File: src/rtl/line_fill_unit.sv
// line_fill_unit: refills one cache line as sequential 32-bit reads from a word-wide memory port.
module line_fill_unit #(
  parameter int ByteOffsetBits = 4,
  parameter int NrWordsPerLine = 4,
  parameter int LineSize       = 32 * NrWordsPerLine
) (
  input  logic                clk_i,
  input  logic                rstn_i,
  input  logic                req_en_i,
  input  logic [31:0]         req_addr_i,
  output logic                resp_valid_o,
  output logic [LineSize-1:0] resp_data_o,
  output logic                busy_o,
  output logic                wmem_req_o,
  output logic [31:0]         wmem_addr_o,
  input  logic                wmem_gnt_i,
  input  logic                wmem_rvalid_i,
  input  logic [31:0]         wmem_rdata_i
);
  localparam int CntW = (NrWordsPerLine > 1) ? $clog2(NrWordsPerLine) : 1;
  typedef enum logic [1:0] {IDLE, ISSUE, WAIT, DONE} state_t;
  state_t state_q, state_d;
  logic [CntW-1:0] cnt_q, cnt_d;
  logic [31:0] base_q, base_d;
  logic [LineSize-1:0] line_q, line_d;
  always_ff @(posedge clk_i or negedge rstn_i) begin
    if (!rstn_i) begin
      state_q <= IDLE;
      cnt_q   <= '0;
      base_q  <= '0;
      line_q  <= '0;
    end else begin
      state_q <= state_d;
      cnt_q   <= cnt_d;
      base_q  <= base_d;
      line_q  <= line_d;
    end
  end
  always_comb begin
    state_d = state_q;
    cnt_d   = cnt_q;
    base_d  = base_q;
    line_d  = line_q;
    case (state_q)
      IDLE: if (req_en_i) begin
        base_d  = {req_addr_i[31:ByteOffsetBits], {ByteOffsetBits{1'b0}}};
        cnt_d   = '0;
        state_d = ISSUE;
      end
      ISSUE: if (wmem_gnt_i) state_d = WAIT;
      WAIT: if (wmem_rvalid_i) begin
        line_d[32*cnt_q +: 32] = wmem_rdata_i;
        state_d = (cnt_q == CntW'(NrWordsPerLine - 1)) ? DONE : ISSUE;
        cnt_d   = (cnt_q == CntW'(NrWordsPerLine - 1)) ? cnt_q : cnt_q + CntW'(1);
      end
      DONE: begin
        line_d  = '0;
        state_d = IDLE;
      end
      default: state_d = IDLE;
    endcase
  end
  // base has its offset bits clear, so OR-ing the word offset never carries into the line address
  assign wmem_req_o   = (state_q == ISSUE);
  assign wmem_addr_o  = (state_q == ISSUE) ? (base_q | 32'({cnt_q, 2'b00})) : '0;
  assign busy_o       = (state_q != IDLE);
  assign resp_valid_o = (state_q == DONE);
  assign resp_data_o  = (state_q == DONE) ? line_q : '0;
endmodule

File: config.mk
export PLATFORM = sky130hd
export DESIGN_NAME = line_fill_unit
export DESIGN_NICKNAME = d
export VERILOG_FILES = /design/src/rtl/line_fill_unit.sv
export SDC_FILE = /design/constraint.sdc
export NUM_CORES = 1
export LEC_CHECK = 0
export ABC_AREA = 1
export BUFFER_PORTS_ARGS = -buffer_cell sky130_fd_sc_hd__buf_4
export CELL_PAD_IN_SITES_DETAIL_PLACEMENT = 2
export CELL_PAD_IN_SITES_GLOBAL_PLACEMENT = 2
export CORE_MARGIN = 10
export CORE_UTILIZATION = 27
export DETAILED_ROUTE_END_ITERATION = 8
export GPL_ROUTABILITY_DRIVEN = 0
export PLACE_DENSITY = 0.74
export SLEW_MARGIN = 20
export SYNTH_ARGS = -nofsm -noshare
export SYNTH_HDL_FRONTEND = slang
export SYNTH_SLANG_ARGS = --single-unit
export TNS_END_PERCENT = 1
File: constraint.sdc
create_clock -name clk_i -period 3.23 [get_ports clk_i]
set_input_delay 0.969 -clock clk_i [delete_from_list [all_inputs] [get_ports clk_i]]
set_output_delay 0.969 -clock clk_i [all_outputs]
set_load 0.1 [all_outputs]
==> summary.md, run 1 <==
| Metric | Value |
|---|---|
| FILL cells | 3557 |
| Cts repair resizes | 0 |
| Port buffer count | about 230 |
| Final Hold Fails | 0 |
| Power Density | ~790 nW/um^2 |
| Post-DP HPWL | approximately 23000 um |
| Max Clk Rate | around 330 MHz |
| Layout cell share with drive strength beyond 1 | 23.87% |
| Final Util | around 37% |
| Worst endpoint required time | 2.26 ns |
| Post-CTS Hold Fix Bufs | 0 |
| Post-CTS Setup Inserts | 0 |
| Slew @ Worst Pin | between 1 and 1.5 ns |
| Core Region | 29720 um^2 |
| Max-Cap Viols | 0 |
| Post-DR vias/cell | approximately 4.6 |
| Clk_lat worst skew | ~0.43 ns |
| YS warnings | 0 |
| P_sw | between 4000 and 5000 uW |
| Register Area | between 4000 and 5000 um^2 |
| Syn Std Cell Area | slightly above 8000 um^2 |
| Sequential share of power | ~28% |
| First-pass GRT wire length | between 50000 and 60000 um |
| RSZ-0062 raised after global routing | false |
| FP Rows | 63 |
| # DRC | 0 |
| Ports | 232 |
| Distinct cell type count after synthesis | 20 |
| Sw frac | roughly half |
| Final net count | roughly 1400 |
| Die width | a little under 200 um |
| Clk root buf | clkbuf_16 |
| Num CTS Buffers | 17 |
| Critical path's top delay family | buffers and inverters |
| Worst-case clock buffer depth | 2 |
| Largest net degree at the start of global routing | between 50 and 60 |
| ANT cells | 0 |
| Fin. max-slew vios | 0 |
| Crit path buf inv count | 4 |
| Syn Inst Count | ~1100 |
| Pleak | about 0.0058 uW |
| Initial core utilization | between 20% and 30% |
| Status | completed |
| CP max FO | 30 |
| Synth-to-layout area growth | 33.36% |
| DRT Pass-1 Iters | 4 |
| Total gr overflow | 0 |
| All-layer global routing usage | between 10% and 20% |
| Final Non-Filler Cells | 1743 |
| Avg WL per Cell | roughly 19 um |
| Peak VDD IR | roughly 0.72 mV |
| Hold WC Path Type | register to register |
| H-tree lvl count | 4 |
| Worst slew margin | about a third |
| Die area | 37500 um^2 |
| Post-synthesis sequential area ratio | 49.17% |
| CP Launch Type | register |
| Die Ht | ~190 um |
| Via count | approximately 8000 |
| CP max stage delay | 0.52 ns |
| CP arrival | 2.09 ns |
| Routed WL | approximately 32000 um |
| Cell Int Power | between 4000 and 5000 uW |
| Synthesized area per cell | just over 7 um^2 |
| Number of global-route vias before repair | about 9000 |
| Initial antenna violation count | 1 |
| Inst Count DP | between 1500 and 2000 |
| Clock Sinks | 160 |
| Max Clock Skew | 0.01197 ns |
| WHS | 0.4831 ns |
| CP Cell Sequence | inv_1 -> nor2_4 -> inv_1 -> buf_4 -> nor2_2 -> buf_4 |
| Final worst path period need | 3.057 ns |
| Area of the multi-input gates | approximately 3100 um^2 |
| Clock transition at path regs | ~0.070 ns |
| Routed Antenna Nets | 0 |
| Kind of critical path | register to primary output |
| Final setup viols | 0 |
| Slowest cell on crit path | dfrtp_1 |
| Clk pwr share | around a quarter |
| Yosys reg bits | 160 |
| Tot Pwr | 8621 uW |
| R2r setup slk | 1.06 ns |
| 1st-iter DRT viols | between 300 and 400 |
| Period utilization | between 90% and 100% |
| Combinational share of power | a little under half |
| Critical Path Sink Type | primary output |
| CTS tree | yes |
-- final timing paths --
path                       cells past startpoint        endpoint  startpoint
min in group asynchronous                      1      base_q[21]      rstn_i
max                                            6  wmem_addr_o[2]  state_q[0]
max in group asynchronous                      2      line_q[96]      rstn_i
max reg2reg                                    6     line_q[112]    cnt_q[0]
min                                            2      line_q[52]  line_q[52]
min reg2reg                                    2      line_q[52]  line_q[52]
-- synthesized netlist by cell type --
cell type  instances  area, um^2
nand3_1          135       675.7
nor2_1           257       964.7
buf_4              9       67.56
buf_6              3       33.78
nand2_2            3       18.77
clkbuf_1          21       78.83
o21ai_0            5       25.02
dfrtp_1          160        4004
conb_1             1       3.750
or2_2              1       6.260
buf_2             40       200.2
nor2_2             1       6.260
nand4_1           18       112.6
nand2_1          246       923.4
a21oi_1           29       145.1
nand3_2            1       10.01
ha_1               5       62.56
inv_1            196       735.7
o21ai_1           10       50.05
inv_2              5       18.77
-- power groups by stage --
stage | clock (uW) | combinational (uW) | sequential [uW]
global placement | 0 | 4050 | 2480
finish | 2080 | 4090 | 2450
floorplan | 0 | 3170 | 2440
CTS | 2140 | 4160 | 2460
global route | 2220 | 4400 | 2490
detailed placement | 0 | 4130 | 2500
-- metal layers --
| layer | wire (um) | part of all wire, % | track usage [%] |
|---|---|---|---|
| met1 | 14790 | 45 | 21.49 |
| met2 | 14730 | 45 | 27.44 |
| met3 | 2673 | 8.2 | 6.103 |
| met4 | 293 | 0.90 | 3.948 |
| met5 | 13 | 0.040 | 0 |
-- through the flow --
step           worst slack (ns)  area [um^2]  setup TNS, ns
4_1_cts                  0.1184        10860              0
2_1_floorplan        -0.0009759         8229       -0.02928
5_1_grt                0.001635        10860              0
3_5_place_dp             0.6115        10270              0
3_3_place_gp             0.6781        10270              0
6_report                 0.1726        10860              0
-- cells in the final DEF, fill, tap and decap left out, drive strengths merged, types with 4 or more instances in the layout --
cell type  netlist  layout
buf             52     247
clkbuf          21      19
o21ai           15      15
nor2           258     258
inv            201     206
dfrtp          160     160
nand2          249     249
a21oi           29      29
clkinv           0       4
ha               5       5
nand4           18      18
nand3          136     136
-- registers in the layout, indices dropped and copies added, names as in the netlist --
register,cells
line_q,128
base_q,28
cnt_q,2
state_q,2
-- cell families after synthesis --
group | share of synthesized area (%)
AND/OR/NAND/NOR | 33.37
buffers and inverters | 13.94
flip-flops | 49.17
AO/OA/AOI/OAI | 2.704
adder cells (fa/ha/maj) | 0.7683
other | 0.04605
-- final cells by class --
type / instances / share of cell area [%]
clock buffers: 19 / 3.987
clock inverters: 13 / 1.406
inverters: 201 / 6.948
multi-input cells: 713 / 28.72
flip-flops and latches: 160 / 36.87
well taps: 390 / 4.494
repair buffers: 247 / 17.57
-- worst register-to-register path, stage by stage, from the launching register on --
cell	delay [ns]
dfrtp_1	0.54
inv_2	0.13
ha_1	0.39
nor2_2	0.56
buf_12	0.25
nand3_1	0.15
nand2_1	0.10
(Power assumes the default switching activity.)
==> run 2, diff against run 1 <==
--- a/config.mk
+++ b/config.mk
@@ -11,9 +11,11 @@
 export CELL_PAD_IN_SITES_GLOBAL_PLACEMENT = 2
 export CORE_MARGIN = 10
 export CORE_UTILIZATION = 27
+export CTS_CLUSTER_DIAMETER = 100
 export DETAILED_ROUTE_END_ITERATION = 8
 export GPL_ROUTABILITY_DRIVEN = 0
 export PLACE_DENSITY = 0.74
+export RECOVER_POWER = 100
 export SLEW_MARGIN = 20
 export SYNTH_ARGS = -nofsm -noshare
 export SYNTH_HDL_FRONTEND = slang
==> summary.md, run 2 (same netlist as run 1, synthesis figures left out) <==
| Metric | Value |
|---|---|
| Routed Antenna Nets | 0 (unchanged) |
| Initial antenna violation count | 1 (unchanged) |
| Ports | 232 (unchanged) |
| Kind of critical path | register to primary output (unchanged) |
| Clock Sinks | 160 (unchanged) |
| Hold WC Path Type | register to register (unchanged) |
| Period utilization | 94.15% (was 94.66%) |
| Die area | 37500 um^2 (unchanged) |
| Avg WL per Cell | 18.56 um (was 18.64 um) |
| Final worst setup slack | 0.1889 ns (was 0.1726 ns) |
| Clk root buf | clkbuf_16 (unchanged) |
| CTS tree | yes (unchanged) |
| Die Ht | 193.7 um (unchanged) |
| Die width | 193.7 um (unchanged) |
| Peak VDD IR | 0.6987 mV (was 0.7208 mV) |
| CP max FO | 54 (was 30) |
| Number of global-route vias before repair | 9030 (unchanged) |
| Final net count | 1414 (unchanged) |
| DRT Pass-1 Iters | 4 (unchanged) |
| Worst endpoint required time | 2.26 ns (about the same) |
| Slew @ Worst Pin | 1.788 ns (was 1.017 ns) |
| Final setup viols | 0 (unchanged) |
| Synth-to-layout area growth | 29.93% (was 33.36%) |
| Initial core utilization | 27.40% (unchanged) |
| Core Region | 29720 um^2 (unchanged) |
| Largest net degree at the start of global routing | 59 (unchanged) |
| Total gr overflow | 0 (unchanged) |
| Pleak | 0.005696 uW (was 0.005759 uW) |
| Failing checks | max-capacitance violations, max-slew violations |
| Max-Cap Viols | 3 (was 0) |
| CP Launch Type | register (unchanged) |
| Num CTS Buffers | 17 (unchanged) |
| Max Clock Skew | 0.01233 ns (was 0.01197 ns) |
| Cts repair resizes | 0 (unchanged) |
| Port buffer count | 225 (unchanged) |
| Via count | 7980 (was 7974) |
| FP Rows | 63 (unchanged) |
| Status | finished, violations left (was completed) |
| Clock transition at path regs | 0.07 ns (about the same) |
| Routed WL | 32340 um (was 32500 um) |
| Worst slew margin | -19.46% (was 31.98%) |
| Layout cell share with drive strength beyond 1 | 22.76% (was 23.87%) |
| Highest-count cells in the layout ignoring fill and taps | 248 x nand2_1, 232 x nor2_1, 197 x inv_1 (was 246 x nand2_1, 242 x buf_4, 222 x nor2_1) |
| Power Density | 805.7 nW/um^2 (was 793.9 nW/um^2) |
| Post-DR vias/cell | 4.578 (was 4.575) |
| Commonest non-fill, non-tap cell in the layout | nand2_1 (unchanged) |
| Critical Path Sink Type | primary output (unchanged) |
| FILL cells | 3581 (was 3557) |
| # DRC | 0 (unchanged) |
| First-pass GRT wire length | 51760 um (unchanged) |
| Post-CTS Setup Inserts | 0 (unchanged) |
| Post-DP HPWL | 23280 um (unchanged) |
| Max Clk Rate | 328.8 MHz (was 327.1 MHz) |
| Fin. max-slew vios | 148 (was 0) |
| All-layer global routing usage | 17.10% (unchanged) |
| Most flops, register | line_q (unchanged) |
| ANT cells | 0 (unchanged) |
| 1st-iter DRT viols | 295 (was 323) |
| Largest register FFs | 128 (unchanged) |
| CP arrival | 2.07 ns (was 2.09 ns) |
| WHS | 0.4828 ns (was 0.4831 ns) |
| H-tree lvl count | 4 (unchanged) |
| RSZ-0062 raised after global routing | false (unchanged) |
| Post-CTS Hold Fix Bufs | 0 (unchanged) |
| Final worst path period need | 3.041 ns (was 3.057 ns) |
| Worst-case clock buffer depth | 2 (unchanged) |
| Place WS | 0.6115 ns (unchanged) |
| Final Hold Fails | 0 (unchanged) |
| Largest registers | line_q: 128 flops, base_q: 28 flops (unchanged) |
| Clk_lat worst skew | 0.43 ns (about the same) |
-- run 2: stage by stage --
stage	instances	instance area, um^2	util, %	total power, uW	TNS [ns]
finish	1743	10580	35.60	8525	0
global route	1743	10580	35.60	9023	0
CTS	1743	10860	36.54	8755	0
detailed placement	1711	10270	34.57	6631	0
global placement	1711	10270	34.57	6537	0
floorplan	1147	8229	-	5610	-0.02928
-- run 2: where the power goes --
part	internal (uW)	switching (uW)
clock network	1160	919
logic	744	3250
registers	2310	141
total	4210	4310
-- run 2: final timing paths --
check,startpoint,endpoint,slack [ns],cells past startpoint
hold reg to reg,line_q[52],line_q[52],0.48,2
setup reg to reg,cnt_q[0],line_q[70],0.64,5
hold / removal,line_q[52],line_q[52],0.48,2
min in group asynchronous,rstn_i,base_q[21],0.93,1
setup / recovery,state_q[0],resp_data_o[38],0.19,4
max in group asynchronous,rstn_i,line_q[10],0.71,2
-- run 2: worst max-delay path, cell delays in order, from the launching register on --
cell     delay [ns]
dfrtp_1        0.51
nand2_8        0.26
buf_12         0.27
nor2_1         0.11
buf_2          0.45
-- run 2: layout make-up --
class | instances | area, um^2 | area share [%]
flip-flops and latches | 160 | 4004 | 37.84
inverters | 201 | 754.5 | 7.131
clock inverters | 13 | 152.6 | 1.443
clock buffers | 19 | 432.9 | 4.092
multi-input cells | 713 | 3084 | 29.15
well taps | 390 | 488.0 | 4.612
repair buffers | 247 | 1664 | 15.73
-- run 2: routing by layer --
layer	global-route usage (%)	vias up	part of all wire, %
met5	0	-	0.040
met4	3.948	2	0.92
met3	6.103	21	7.3
met2	27.44	187	45
met1	21.49	3972	46
li1	-	3798	-
